### src/rtl/instruction_fetch_pkg.sv
// instruction_fetch_pkg
// Shared constants and types for the IF stage: bubble and halt encodings,
// MIPS primary opcodes, and the fetch FSM state encoding.
package instruction_fetch_pkg;

  // add $0,$0,$0 -- used as the pipeline bubble
  localparam logic [31:0] NOP_BUBBLE        = 32'h0000_0020;
  localparam logic [31:0] HALT_WORD_DEFAULT = 32'hFFFF_FFFF;

  localparam logic [5:0] OP_RTYPE = 6'd0;
  localparam logic [5:0] OP_J     = 6'd2;
  localparam logic [5:0] OP_BEQ   = 6'd4;
  localparam logic [5:0] OP_LW    = 6'd35;
  localparam logic [5:0] OP_SW    = 6'd43;

  typedef enum logic {
    ST_RUN  = 1'b0,
    ST_HALT = 1'b1
  } fetch_state_e;

endpackage

### src/rtl/instruction_fetch_if.sv
// instruction_fetch_if
// Groups the IF-stage control inputs, the instruction loader port and the
// IF/ID register outputs.
//   master : the fetch stage (drives IR, PC, fetch_pc, halted)
//   slave  : decode / loader side (drives PC2, stall, imem_*)
interface instruction_fetch_if #(
  parameter int IMEM_AW = 6
);
  logic [31:0]        PC2;
  logic               stall;
  logic               imem_we;
  logic [IMEM_AW-1:0] imem_waddr;
  logic [31:0]        imem_wdata;
  logic [31:0]        IR;
  logic [31:0]        PC;
  logic [31:0]        fetch_pc;
  logic               halted;

  modport master (
    input  PC2, stall, imem_we, imem_waddr, imem_wdata,
    output IR, PC, fetch_pc, halted
  );

  modport slave (
    output PC2, stall, imem_we, imem_waddr, imem_wdata,
    input  IR, PC, fetch_pc, halted
  );
endinterface

### src/rtl/instruction_fetch_imem_rom.sv
// imem_rom
// Instruction memory: DEPTH x 32 words, asynchronous read, synchronous write.
// A same-cycle write and read of one word returns the old word.
// Ports:
//   clk       clock
//   we_i      write enable
//   waddr_i   write word address
//   wdata_i   write data
//   raddr_i   read word address
//   rdata_o   read data (combinational)
module imem_rom #(
  parameter int DEPTH = 64,
  parameter int AW    = 6
) (
  input  logic          clk,
  input  logic          we_i,
  input  logic [AW-1:0] waddr_i,
  input  logic [31:0]   wdata_i,
  input  logic [AW-1:0] raddr_i,
  output logic [31:0]   rdata_o
);

  logic [31:0] mem_q [DEPTH];

  always_ff @(posedge clk) begin
    if (we_i) begin
      mem_q[waddr_i] <= wdata_i;
    end
  end

  assign rdata_o = mem_q[raddr_i];

endmodule

### src/rtl/instruction_fetch.sv
// instruction_fetch
// IF stage of the 5-stage MIPS pipeline. Owns the PC and the instruction
// memory, and drives the IF/ID register (IR, PC) for decode.
//
// state   | meaning
// --------+-------------------------------------------------------------
// ST_RUN  | fetching; redirect > stall > sequential fetch
// ST_HALT | halt word seen; IR held at bubble until a redirect arrives
//
// Ports:
//   clk  rising-edge clock
//   rst  synchronous active-high reset
//   bus  master modport: PC2/stall/imem_* in, IR/PC/fetch_pc/halted out
module instruction_fetch
  import instruction_fetch_pkg::*;
#(
  parameter int          IMEM_DEPTH = 64,
  parameter int          IMEM_AW    = 6,
  parameter logic [31:0] RESET_PC   = 32'h0000_0000,
  parameter logic [31:0] HALT_WORD  = HALT_WORD_DEFAULT
) (
  input  logic                clk,
  input  logic                rst,
  instruction_fetch_if.master bus
);

  fetch_state_e state_q, state_d;
  logic [31:0]  fetch_pc_q, fetch_pc_d;
  logic [31:0]  ir_q, ir_d;
  logic [31:0]  pc_q, pc_d;
  logic [31:0]  pc2_q;
  logic [31:0]  imem_rdata;
  logic [31:0]  pc_plus4;
  logic         redirect;

  imem_rom #(
    .DEPTH (IMEM_DEPTH),
    .AW    (IMEM_AW)
  ) u_imem (
    .clk     (clk),
    .we_i    (bus.imem_we),
    .waddr_i (bus.imem_waddr),
    .wdata_i (bus.imem_wdata),
    .raddr_i (fetch_pc_q[IMEM_AW+1:2]),
    .rdata_o (imem_rdata)
  );

  // Decode holds PC2 for several cycles; only a change to a nonzero value
  // counts as a new redirect, so a sticky target is taken exactly once.
  assign redirect = (bus.PC2 != 32'd0) && (bus.PC2 != pc2_q);
  assign pc_plus4 = fetch_pc_q + 32'd4;

  always_comb begin
    state_d    = state_q;
    fetch_pc_d = fetch_pc_q;
    ir_d       = ir_q;
    pc_d       = pc_q;
    unique case (state_q)
      ST_RUN: begin
        if (redirect) begin
          fetch_pc_d = bus.PC2;
          ir_d       = NOP_BUBBLE;
          pc_d       = 32'd0;
        end else if (!bus.stall) begin
          pc_d = pc_plus4;
          if (imem_rdata == HALT_WORD) begin
            // fetch_pc parks on the halt word
            ir_d    = NOP_BUBBLE;
            state_d = ST_HALT;
          end else begin
            ir_d       = imem_rdata;
            fetch_pc_d = pc_plus4;
          end
        end
      end
      ST_HALT: begin
        ir_d = NOP_BUBBLE;
        if (redirect) begin
          fetch_pc_d = bus.PC2;
          pc_d       = 32'd0;
          state_d    = ST_RUN;
        end
      end
      default: begin
        state_d = ST_RUN;
      end
    endcase
  end

  always_ff @(posedge clk) begin
    if (rst) begin
      state_q    <= ST_RUN;
      fetch_pc_q <= RESET_PC;
      ir_q       <= NOP_BUBBLE;
      pc_q       <= 32'd0;
      pc2_q      <= 32'd0;
    end else begin
      state_q    <= state_d;
      fetch_pc_q <= fetch_pc_d;
      ir_q       <= ir_d;
      pc_q       <= pc_d;
      pc2_q      <= bus.PC2;
    end
  end

  assign bus.IR       = ir_q;
  assign bus.PC       = pc_q;
  assign bus.fetch_pc = fetch_pc_q;
  assign bus.halted   = (state_q == ST_HALT);

endmodule

### src/flat_wrapper.sv
// flat-port wrapper written by rule: the top's interface ports become plain ports
module instruction_fetch_flat import instruction_fetch_pkg::*;
#(
  parameter int          IMEM_DEPTH = 64,
  parameter int          IMEM_AW    = 6,
  parameter logic [31:0] RESET_PC   = 32'h0000_0000,
  parameter logic [31:0] HALT_WORD  = HALT_WORD_DEFAULT
)
  (clk, rst, bus_PC2, bus_stall, bus_imem_we, bus_imem_waddr, bus_imem_wdata, bus_IR, bus_PC, bus_fetch_pc, bus_halted);
  instruction_fetch_if #(.IMEM_AW(IMEM_AW)) bus_i ();
  input  logic clk;
  input  logic rst;
  input wire logic [$bits(bus_i.PC2)-1:0] bus_PC2;
  input wire logic [$bits(bus_i.stall)-1:0] bus_stall;
  input wire logic [$bits(bus_i.imem_we)-1:0] bus_imem_we;
  input wire logic [$bits(bus_i.imem_waddr)-1:0] bus_imem_waddr;
  input wire logic [$bits(bus_i.imem_wdata)-1:0] bus_imem_wdata;
  output wire logic [$bits(bus_i.IR)-1:0] bus_IR;
  output wire logic [$bits(bus_i.PC)-1:0] bus_PC;
  output wire logic [$bits(bus_i.fetch_pc)-1:0] bus_fetch_pc;
  output wire logic [$bits(bus_i.halted)-1:0] bus_halted;
  assign bus_i.PC2 = bus_PC2;
  assign bus_i.stall = bus_stall;
  assign bus_i.imem_we = bus_imem_we;
  assign bus_i.imem_waddr = bus_imem_waddr;
  assign bus_i.imem_wdata = bus_imem_wdata;
  assign bus_IR = bus_i.IR;
  assign bus_PC = bus_i.PC;
  assign bus_fetch_pc = bus_i.fetch_pc;
  assign bus_halted = bus_i.halted;
  instruction_fetch #(.IMEM_DEPTH(IMEM_DEPTH), .IMEM_AW(IMEM_AW), .RESET_PC(RESET_PC), .HALT_WORD(HALT_WORD)) u_core (.clk(clk), .rst(rst), .bus(bus_i));
endmodule
### config.mk
export PLATFORM = sky130hd
export DESIGN_NAME = instruction_fetch_flat
export DESIGN_NICKNAME = d
export VERILOG_FILES = /design/src/rtl/instruction_fetch_pkg.sv /design/src/rtl/instruction_fetch_if.sv /design/src/rtl/instruction_fetch_imem_rom.sv /design/src/rtl/instruction_fetch.sv /design/src/flat_wrapper.sv
export SDC_FILE = /design/constraint.sdc
export NUM_CORES = 2
export LEC_CHECK = 0
export CAP_MARGIN = 0
export CORE_ASPECT_RATIO = 0.9
export CORE_MARGIN = 2
export CORE_UTILIZATION = 45
export CTS_BUF_LIST = sky130_fd_sc_hd__clkbuf_4 sky130_fd_sc_hd__clkbuf_8 sky130_fd_sc_hd__clkbuf_16
export DETAILED_ROUTE_END_ITERATION = 6
export PLACE_DENSITY_LB_ADDON = 0.05
export SKIP_LAST_GASP = 1
export SYNTH_ARGS = -nofsm -noshare
export SYNTH_HDL_FRONTEND = slang
export SYNTH_SLANG_ARGS = --single-unit
### constraint.sdc
create_clock -name clk -period 8.5 [get_ports clk]
set_clock_uncertainty 0.05 [all_clocks]
set_input_delay 1.275 -clock clk [delete_from_list [all_inputs] [get_ports clk]]
set_output_delay 1.275 -clock clk [all_outputs]
set_load 0.01 [all_outputs]
Word level (Yosys, flattened, before mapping)

Memory sizes are Yosys's and may differ from the RTL's. A register that Yosys moved wholly into a read port is not among the register bits.
Cells that the tools add are included.

Register bits after elaboration: 129
Bits in writable memories: 2048
Output and inout port bits: 97
Logic and storage cells: 39
Memories: 1

Memories:

| name                | words | width | rd ports | clocked after memory_dff | write ports | line                             | source |
|---|---|---|---|---|---|---|---|
| u_core.u_imem.mem_q | 64    | 32    | 1        | 1                        | 1           | instruction_fetch_imem_rom.sv:23 | `logic [31:0] mem_q [DEPTH];` |

Add/subtract/negate cells: 1
Eq/ne operators: 5
Mux-type cells: 22
Bitwise logic cells: 1
Reductions and logical operators: 4

Operators with widths:

| operator                                      | number |
|---|---|
| two-way mux 32 bit                            | 10 |
| one-hot mux 32 bit (2 select lines)           | 3 |
| adder 32 x 3 -> 32 bit, second input constant | 1 |
| == test 32 bit, second input constant         | 1 |
| != test 32 bit                                | 1 |
| nonzero test 32 bit                           | 1 |
| two-way mux 6 bit                             | 2 |
| two-way mux 1 bit                             | 6 |
| != test 3 x 2 -> 1 bit, second input constant | 2 |
| AND reduction 3 bit                           | 1 |
| != test 2 bit, second input constant          | 1 |
| one-hot mux 1 bit (2 select lines)            | 1 |
| AND reduction 2 bit                           | 1 |
| logical AND 1 bit                             | 1 |
| NOT 1 bit                                     | 1 |

Longest topological paths before layout

Depth in word-level cells: 7
Gate-level depth with buffers: 18
Mapped depth without buffers: 11

Hierarchy

From an unflattened synthesis, not the netlist that was laid out.

Cells, all modules: 3929
Area, all modules: 83701.5 µm²

By module, submodules not included:

| module            | times used | cells an instance | area an instance (µm²) | seq. area each (µm²) |
|---|---|---|---|---|
| imem_rom          | 1          | 3292              | 77874.7                | 61499.0 |
| instruction_fetch | 1          | 637               | 5826.8                 | 2582.5 |

Worst setup path after synthesis

No wires, ideal clock.

Kind: input-to-reg
From: in bus_imem_waddr[5]
To: mem u_core.u_imem.mem_q[48][0] (enable)
Setup time: 0.461 ns
Arrival time: 4.152 ns
Path slack: 3.837 ns
Stages: 4
Path buffers: 1
Cell sequence: clkbuf_1 > nand3_1 > or3_1 > nor3_1

RTL lines:

| item        | line                             | source |
|---|---|---|
| from (decl) | flat_wrapper.sv:16               | `input wire logic [$bits(bus_i.imem_waddr)-1:0] bus_imem_waddr;` |
| to (decl)   | instruction_fetch_imem_rom.sv:23 |  |

Straight into the memory's write port.

==> impl_metrics.toml <==
[logic_synthesis]
mappedNetlistNets = 4544
number_of_warning_messages_in_the_yosys_log = 0
postSynthCellCount = 4469
synth_top_area_share_pct = 71.8
synthesis.area_per_instance_um2 = 19.2
synthDistinctLibCells = 91
synth_largest_area_cell = "edfxtp_1"
ys_seq_elements = 2183
synth_top_cells_by_count = "2048 x edfxtp_1, 446 x mux2i_1, 306 x mux4_2"
share_of_the_yosys_chip_area_belonging_to_registers_pct = 75.0
most_instantiated_library_cell_after_synthesis = "edfxtp_1"
synth-edff-count = 2048
ys.flop_type = "edfxtp_1"
async_flop_share_pct = 0
synth.cell_area_um2 = 85600
synth_top_cells_by_area = "edfxtp_1 72%, mux4_2 8.0%, mux2i_1 5.2%"

[run]
max_cap_violations = 0

[floorplan]
floorplan.initialDensity_pct = 45.4
floorplan.die.height_um = 418
die_area_um2 = 194000
top_level_pins = 171
core_area_um2 = 189000
die_width_um = 464
num_rows = 151

[placement]
placement.setup.worst_slack_ns = 2.51
hpwl_mm = 161
place.port_buffers = 170
place.gp.congestion = 0.877

[pwr]
combPwrFrac_pct = 5.9
switching_fraction_pct = 22.0
clock_power_share_pct = 42.2
total_switching_power_uw = 5040
leakagePower_uw = 0.0308
p_seq_share_pct = 51.9
cellPowerDensity_nw_per_um2 = 235
cellInternalPower_uw = 17900
vdd_drop_max_mv = 0.226

[drt]
detail_route.vias_per_cell = 6.19
post_drt_wl_per_cell_um = 36.5
detail-route-antenna-nets = 0
detail_route.drc_violations = 0
first_iter_violations = 6267
detailedRoute.firstPassIterationCount = 5
routed_wl_mm = 274
vias_post_dr = 46400

[clock_tree]
cts_stage_hold_buffer_count = 0
clkSlewWorstSetupHoldPaths_ns = 0.07
cts_resized = 0
cts_max_path_buffers = 3
tritoncts.num_buffers = 220
clock_tree.root_cell = "clkbuf_16"
tritoncts_num_sinks = 2183
postCtsSetupBuffers = 0
clock_insertion_delay_worst_skew_ns = 0.86
h-tree-depth = 4
clock_tree_from_tritoncts = "built"

[setup_path]
cp-start-kind = "flop"
signal_arrival_time_at_the_worst_endpoint_ns = 6.63
cp-end-kind = "flop"
classification_of_the_worst_setup_path = "flop to flop"
critical_path_peak_fanout = 36
required_ns = 9.24
setup.reg_to_reg.worst_slack_ns = 2.61

[global_route]
grt_remaining_overflow = 0
largest_net_degree_at_the_start_of_global_routing = 106
global_route.usage.met3_pct = 5.19
track_usage_pct = 28.0
grt_pass1_wl_mm = 376
globalRouteMet1Util_pct = 42.6
grt_most_used_layer = "met1"
grtUsageMet2_pct = 41.5
antenna_found_initial = 19
first_global_vias = 44800

[min_path]
worst_hold_path_type = "flop to flop"
hold_wc_startpoint = "u_core.bus.PC[3]"

[finish]
fillerInstances = 15200
flow.area_growth_from_synthesis_pct = 13.9
final_layout_size_suffix_gt1_share_pct = 20.2
nNetsFinal = 4867

[sta]
fin_tns_setup_ns = 0
worst-slew-pin-transition_ns = 1.32
layout_min_cycle_time_ns = 5.89
setup_ws_ns = 2.61
slew_viol_final = 0
layout_worst_path_cycle_share_pct = 69.4
fmax_ghz = 0.170
finalHoldViolations = 0
maxSlewHeadroom_pct = 12.0
grt_setup_unrepaired = "false"
setup-violations-final = 0

[status]
status = "finished clean"
## metal layers
layer / wire length, µm / part of all wire [%] / vias up
li1: - / - / 18900
met5: 0 / 0 / -
met3: 23500 / 8.6 / 374
met4: 7850 / 2.9 / 0
met2: 122000 / 44 / 2155
met1: 121000 / 44 / 25000
## path summary, 6_finish.rpt
| kind | cells past startpoint | to |
|---|---|---|
| max | 12 | u_core.bus.IR[2] |
| min | 2 | u_core.bus.PC[3] |
| max reg2reg | 12 | u_core.bus.IR[2] |
| min reg2reg | 2 | u_core.bus.PC[3] |
## power by group through the flow
stage          combinational [µW]  clock, µW  sequential [µW]
4_1_cts                      1340       9840            11900
2_1_floorplan                 736          0            12100
6_report                     1350       9690            11900
3_3_place_gp                 1340          0            12100
5_1_grt                      1410      10300            11900
3_5_place_dp                 1340          0            12100
## final cells by class
cell class	instances	area, µm²	area share, %
multi-input combinational	2030	20000	20.5
antenna	3	7.51	0.00770
timing repair buffer	348	2970	3.04
sequential	2183	64200	65.8
tap	2524	3160	3.24
inverter	9	35.0	0.0359
clock buffer	293	6230	6.38
clock inverter	107	955	0.979
## cell families (layout without fill, tap and decap cells)
group,after synthesis,count (layout),synth area share (%)
AOI/OAI and AO/OA,490,490,3.99
xor gates and xnor gates,60,60,0.614
adders and majority gates,1,1,0.0146
buffers and inverters,256,757,2.34
DFF,2183,2183,75.0
muxes,783,783,14.1
other,0,3,0
and+or+nand+nor,696,696,4.01
## state kept, by name, summed over array words and instances (netlist names), named ones only
| name | cells |
|---|---|
| u_core.bus.halted | 1 |
| u_core.bus.fetch_pc | 32 |
| u_core.pc2_q | 32 |
| u_core.u_imem.mem_q | 2048 |
| u_core.bus.IR | 32 |
| u_core.bus.PC | 32 |
## cells in the final DEF, fill, tap and decap left out, drive strengths merged, types with 9 or more instances in the layout
cell,Yosys,final
edfxtp,2048,2048
mux2i,446,446
mux4,329,329
clkbuf,89,293
nor2,213,213
buf,157,212
a22oi,190,190
clkdlybuf4s50,0,136
dfxtp,135,135
nand2,131,131
clkinv,1,85
nand3,82,82
a21oi,75,75
o22ai,70,70
nor2b,58,58
xnor2,51,51
o21ai,49,49
nor3,45,45
nand4,38,38
nand2b,27,27
nor4,20,20
a221oi,18,18
or3,18,18
bufinv,0,17
and3,12,12
and2,11,11
inv,8,11
o221ai,10,10
or2,10,10
a31oi,10,10
xor2,9,9
a22o,9,9
## critical path, cell delays in order (launching register included)
cell     delay [ns]
dfxtp_4        0.95
buf_4          0.72
buf_4          0.44
mux4_2         0.55
a22oi_1        0.57
nand4_1        0.32
or3_2          0.54
nand4_1        0.13
nor4_1         0.12
a31oi_4        0.55
buf_4          0.48
a22oi_1        0.12
nor2_1         0.14
## per-stage QoR
stage / power, µW / utilization, % / instances / cell area, µm² / hold slack (ns)
2_1_floorplan: 12800 / - / 4469 / 85600 / 0.426
3_3_place_gp: 13500 / 47.9 / 7094 / 90400 / 0.399
3_5_place_dp: 13500 / 47.9 / 7094 / 90400 / 0.406
4_1_cts: 23100 / 51.7 / 7494 / 97500 / 0.414
5_1_grt: 23600 / 51.7 / 7495 / 97500 / 0.431
6_report: 22900 / 51.7 / 7497 / 97600 / 0.408
Note: power is estimated with default switching activity, not from simulation.
